===== config.mk =====
export PLATFORM = sky130hd
export DESIGN_NAME = chroma_encoder_gen
export DESIGN_NICKNAME = d
export VERILOG_FILES = /design/src/rtl/chroma_encoder_gen.sv
export SDC_FILE = /design/constraint.sdc
export NUM_CORES = 1
export LEC_CHECK = 0
export CAP_MARGIN = 25
export CORE_MARGIN = 1.5
export CORE_UTILIZATION = 23
export CTS_CLUSTER_SIZE = 8
export DETAILED_ROUTE_END_ITERATION = 8
export PLACE_DENSITY_LB_ADDON = 0.08
export RECOVER_POWER = 50
export SETUP_SLACK_MARGIN = 0.1
export SLEW_MARGIN = 40
export SYNTH_ARGS = -nofsm -noshare
export SYNTH_HDL_FRONTEND = slang
export SYNTH_SLANG_ARGS = --single-unit
export TNS_END_PERCENT = 30

===== constraint.sdc =====
create_clock -name clk_2x -period 6.6 [get_ports clk_2x]
set_input_delay 0.66 -clock clk_2x [delete_from_list [all_inputs] [get_ports clk_2x]]
set_output_delay 0.66 -clock clk_2x [all_outputs]
set_load 0.05 [all_outputs]

===== src/rtl/chroma_encoder_gen.sv =====
// Composite chroma encoder: NCO subcarrier into a generated sine LUT, burst or
// per-pixel hue/gain chroma, optional PAL V-switch, summed with luma and clamped.
module chroma_encoder_gen #(
  parameter int NCO_W       = 16,
  parameter int NCO_INC     = 7331,
  parameter int PHASE_W     = 4,
  parameter int AMP_W       = 4,
  parameter int LUMA_W      = 4,
  parameter int OUT_W       = 4,
  parameter int GAIN_W      = 2,
  parameter int BURST_SHIFT = 2,
  parameter int BURST_OFS   = 0
) (
  input  logic               clk_2x,
  input  logic               reset,
  input  logic [LUMA_W-1:0]  luma_sync,
  input  logic               active,
  input  logic               cb,
  input  logic [PHASE_W-1:0] phase,
  input  logic [GAIN_W-1:0]  gain,
  input  logic               pal_en,
  input  logic               line_start,
  input  logic               burst_sync_en,
  output logic [OUT_W-1:0]   composite,
  output logic               vswitch
);
  localparam int N_PH  = 2**PHASE_W;
  localparam int PEAK  = 2**(AMP_W-1) - 1;
  localparam int SUM_W = ((LUMA_W + 1 > AMP_W) ? LUMA_W + 1 : AMP_W) + 1;
  localparam int GMAX  = 2**GAIN_W - 1;
  localparam int OMAX  = 2**OUT_W - 1;
  localparam logic [PHASE_W-1:0] BOFS = PHASE_W'(BURST_OFS);

  typedef struct packed {
    logic [LUMA_W-1:0] luma;
    logic              cb;
    logic              active;
    logic [GAIN_W-1:0] gain;
  } ctl_t;

  // Fixed-point (2^24) Taylor sine on the first quadrant, folded by symmetry.
  function automatic int sine_val(input int k);
    longint sc, pi_s, x, term, acc;
    int     a;
    bit     neg;
    sc   = longint'(1) << 24;
    pi_s = 52707179;
    a    = k % N_PH;
    neg  = 1'b0;
    if (a >= N_PH / 2) begin
      a   = a - N_PH / 2;
      neg = 1'b1;
    end
    if (a > N_PH / 4) a = N_PH / 2 - a;
    x    = (2 * pi_s * a) / N_PH;
    term = x;
    acc  = x;
    for (int i = 1; i < 10; i++) begin
      term = -((((term * x) / sc) * x) / sc) / (2 * i * (2 * i + 1));
      acc  = acc + term;
    end
    sine_val = int'((PEAK * acc + sc / 2) / sc);
    if (neg) sine_val = -sine_val;
  endfunction

  logic signed [AMP_W-1:0] lut [N_PH];

  generate
    for (genvar k = 0; k < N_PH; k++) begin : g_lut
      localparam logic signed [AMP_W-1:0] V = AMP_W'(sine_val(k));
      assign lut[k] = V;
    end
  endgenerate

  logic [NCO_W-1:0]   nco, nco_nxt;
  logic               cb_q;
  logic [PHASE_W-1:0] ofs, ofs_sel, phs_c;

  // S1 indexes with the NCO value being loaded this edge, so the burst's
  // first sample sees the zeroed phase but the pre-toggle vswitch.
  assign nco_nxt = (cb && !cb_q && burst_sync_en) ? '0 : nco + NCO_W'(NCO_INC);

  always_comb begin
    ofs = '0;
    if (cb)          ofs = BOFS;
    else if (active) ofs = phase;
    ofs_sel = vswitch ? ('0 - ofs) : ofs;
    phs_c   = nco_nxt[NCO_W-1 -: PHASE_W] + ofs_sel;
  end

  always_ff @(posedge clk_2x) begin
    if (reset) begin
      nco     <= '0;
      cb_q    <= 1'b0;
      vswitch <= 1'b0;
    end else begin
      nco  <= nco_nxt;
      cb_q <= cb;
      if (!pal_en)         vswitch <= 1'b0;
      else if (line_start) vswitch <= ~vswitch;
    end
  end

  logic [PHASE_W-1:0]      phs_s1;
  ctl_t                    ctl_s1, ctl_s2;
  logic signed [AMP_W-1:0] osc_s2, chroma_c, chroma_s3;
  logic [LUMA_W-1:0]       luma_s3;
  logic signed [SUM_W-1:0] sum_c, sum_s4;
  logic [OUT_W-1:0]        comp_c;

  always_comb begin
    chroma_c = '0;
    if (ctl_s2.cb)
      chroma_c = osc_s2 >>> BURST_SHIFT;
    else if (ctl_s2.active && ctl_s2.gain != '0)
      chroma_c = osc_s2 >>> (GMAX - int'(ctl_s2.gain));
  end

  assign sum_c = $signed({{(SUM_W-LUMA_W){1'b0}}, luma_s3})
               + $signed({{(SUM_W-AMP_W){chroma_s3[AMP_W-1]}}, chroma_s3});

  always_comb begin
    comp_c = '0;
    if (sum_s4 < 0)                 comp_c = '0;
    else if (int'(sum_s4) > OMAX)   comp_c = OUT_W'(OMAX);
    else                            comp_c = OUT_W'(int'(sum_s4));
  end

  always_ff @(posedge clk_2x) begin
    if (reset) begin
      phs_s1    <= '0;
      ctl_s1    <= '0;
      ctl_s2    <= '0;
      osc_s2    <= '0;
      chroma_s3 <= '0;
      luma_s3   <= '0;
      sum_s4    <= '0;
      composite <= '0;
    end else begin
      phs_s1    <= phs_c;
      ctl_s1    <= '{luma: luma_sync, cb: cb, active: active, gain: gain};
      osc_s2    <= lut[phs_s1];
      ctl_s2    <= ctl_s1;
      chroma_s3 <= chroma_c;
      luma_s3   <= ctl_s2.luma;
      sum_s4    <= sum_c;
      composite <= comp_c;
    end
  end

endmodule


==> results.cfg <==
[clock_network]
cts_buffer_depth = 2
clock_sinks = 59
h-tree-depth = 3
numCtsBuffers = 9
cts-resized-gates = 0
clk_latency_ns = 0.33
cts_root_buffer = clkbuf_8
ctsHoldBuffers = 0
cts_setup_buffers = 0
clkSlewWorstSetupHoldPaths_ns = 0.07
cts_tree = yes

[place]
dpl.hpwl_mm = 3.27
gp_congestion = 0.714
placed_area_sq_um = 2900
numPortBuffers = 21
place_ws_ns = 3.21

[pwr]
max-vdd-ir-drop_mv = 0.123
power_density_nw_per_um2 = 290
power.leakage_nw = 1.31
power.total_mw = 0.905

[floorplanning]
die_x_um = 108
die-area_sq_um = 11700
core-area_sq_um = 10800
initial_core_util_pct = 23.6
ios = 22
num_rows = 38
fp.dieH_um = 108

[layout]
stdcell_area_sq_um = 3130
layout-drive-gt1-share_pct = 9.15
final_nets = 324
syn_to_final_growth_pct = 22.9
diodes = 0

[sta]
worst_slew_pin_slew_ns = 1.80
holdWs_ns = 0.428
setup-violations-final = 0
slew_headroom_pct = -19.8
skew_ns = 0.00877
drv_slew = 40
fmax_mhz = 326
rsz0062_at_grt = false
fin_crit_ns = 3.07
finalHoldViolCount = 0
fin_crit_sh_pct = 46.5
setup_tns_ns = 0
fin_ws_ns = 3.53

[worst_hold_path]
hold_path.class = reg2reg

[logic_synthesis]
syn_inst = 266
synth_common_cells = dfxtp_1, nor2_1, nor2b_1, inv_1, ha_1
yosysMostFrequentCell = dfxtp_1
synth-seq-cells = 59
ys.flop_type = dfxtp_1
syn_nets = 300
synth_area_sq_um = 2540
yosysTopAreaCell = dfxtp_1
synth_cell_types = 42
async_reset_ff_share_pct = 0
yosysSeqAreaShare_pct = 46.5
avgSynthCellArea_sq_um = 9.56
synth.area.top_cells = dfxtp_1, ha_1, nor2b_1
yosysWarnings = 0
yosysTopAreaCellShare_pct = 46.5
synth_edf_count = 0

[worst_setup_path]
cp-end-kind = flip-flop
path_class = in2reg
required_ns = 6.85
start_kind = primary input
crit_fanout = 5
cp.arrival_ns = 3.31

[job]
maxCapViolCount = 1

[outcome]
outcome = finished, violations left
violations = max-capacitance violations, max-slew violations

[grt]
grt_pass1_wl_mm = 8.26
grt_pass1_vias = 1711
grtUsageTotal_pct = 9.36
grt_antenna_before_repair = 0
grt_max_degree = 40
grt_overflow = 0

[detailed_routing]
drt_wl_total_mm = 4.76
num_vias = 1763
first_pass_iters = 4
drc = 0
detail-route-antenna-nets = 0
drtIter0Drc = 39
vias_per_cell = 4.05
post_drt_wl_per_cell_um = 10.9
## final timing paths
| kind | endpoint | start | cells past startpoint | slack (ns) |
|---|---|---|---|---|
| worst max-delay path | phs_s1[3] | active | 12 | 3.53 |
| worst max register to register | phs_s1[3] | nco[0] | 13 | 3.71 |
| worst min register to register | composite[1] | sum_s4[1] | 1 | 0.43 |
| worst min-delay path | composite[1] | sum_s4[1] | 1 | 0.43 |
## cells in the final DEF (no fill, tap or decap), types with 2 or more instances in the layout
cell type        instances
xor2_1                  12
a211oi_1                 3
nand2_1                 11
bufinv_16                2
and3_1                   4
nor2_1                  34
or2_2                    2
nand3b_1                 2
nor2b_1                 26
o211a_1                  2
nor3_1                   4
clkbuf_8                11
fa_1                     2
clkbuf_1                 2
a21oi_1                 11
o31ai_1                  2
nand3_1                  2
o21a_1                   6
a21o_1                   4
o21ai_0                  7
inv_1                   16
and3b_1                  2
dfxtp_1                 59
ha_1                    15
xnor2_1                  8
a211o_1                  2
mux2_2                   4
clkdlybuf4s50_1         20
## layer usage
| metal | up-vias | wire length (um) | GRT usage (%) |
|---|---|---|---|
| li1 | 930 | - | - |
| met1 | 807 | 2390 | 11.5 |
| met2 | 21 | 2080 | 14.6 |
| met3 | 5 | 225 | 3.80 |
| met4 | 0 | 67 | 3.67 |
| met5 | - | 0 | 0 |
## power breakdown
part           internal, mW  leakage (nW)  switching, mW  total, mW
combinational        0.0603         0.712         0.0600      0.120
clock                 0.233         0.113          0.144      0.377
sequential            0.383         0.484         0.0246      0.407
## layout make-up
type	instances	area, sq um
clock buffer	12	155
multi-input combinational	182	1270
timing repair buffer	22	214
tap	140	175
inverter	16	60.1
clock inverter	4	72.6
sequential	59	1180
fill	1143	7670
## stage by stage
stage	instances	util (%)
floorplan	266	-
global placement	419	26.9
detailed placement	419	26.9
CTS	435	29.0
global route	435	29.0
finish	435	29.0
## state kept, by name, summed over array words and instances, names as in the netlist
register,cells
vswitch,1
luma_s3,4
osc_s2,4
ctl_s1,8
sum_s4,6
nco,16
phs_s1,4
chroma_s3,4
ctl_s2,8
composite,4
## cell families after synthesis
kind of cell    synth area share [%]
simple gates                    19.0
xor+xnor                        6.89
flops                           46.5
mux                             2.17
buf+inv                         3.69
compound gates                  12.8
fa+ha+maj                       8.96
## critical path: stages
cell and delay (ns):
clkdlybuf4s50_1 0.50, nor2b_1 0.31, nand2_1 0.13, ha_1 0.30, nand2_1 0.06, o21ai_0 0.13
ha_1 0.30, and3_1 0.19, o21ai_0 0.17, o22ai_1 0.12, or3_1 0.33, a21oi_2 0.12
Power figures use the tool's default switching activity.
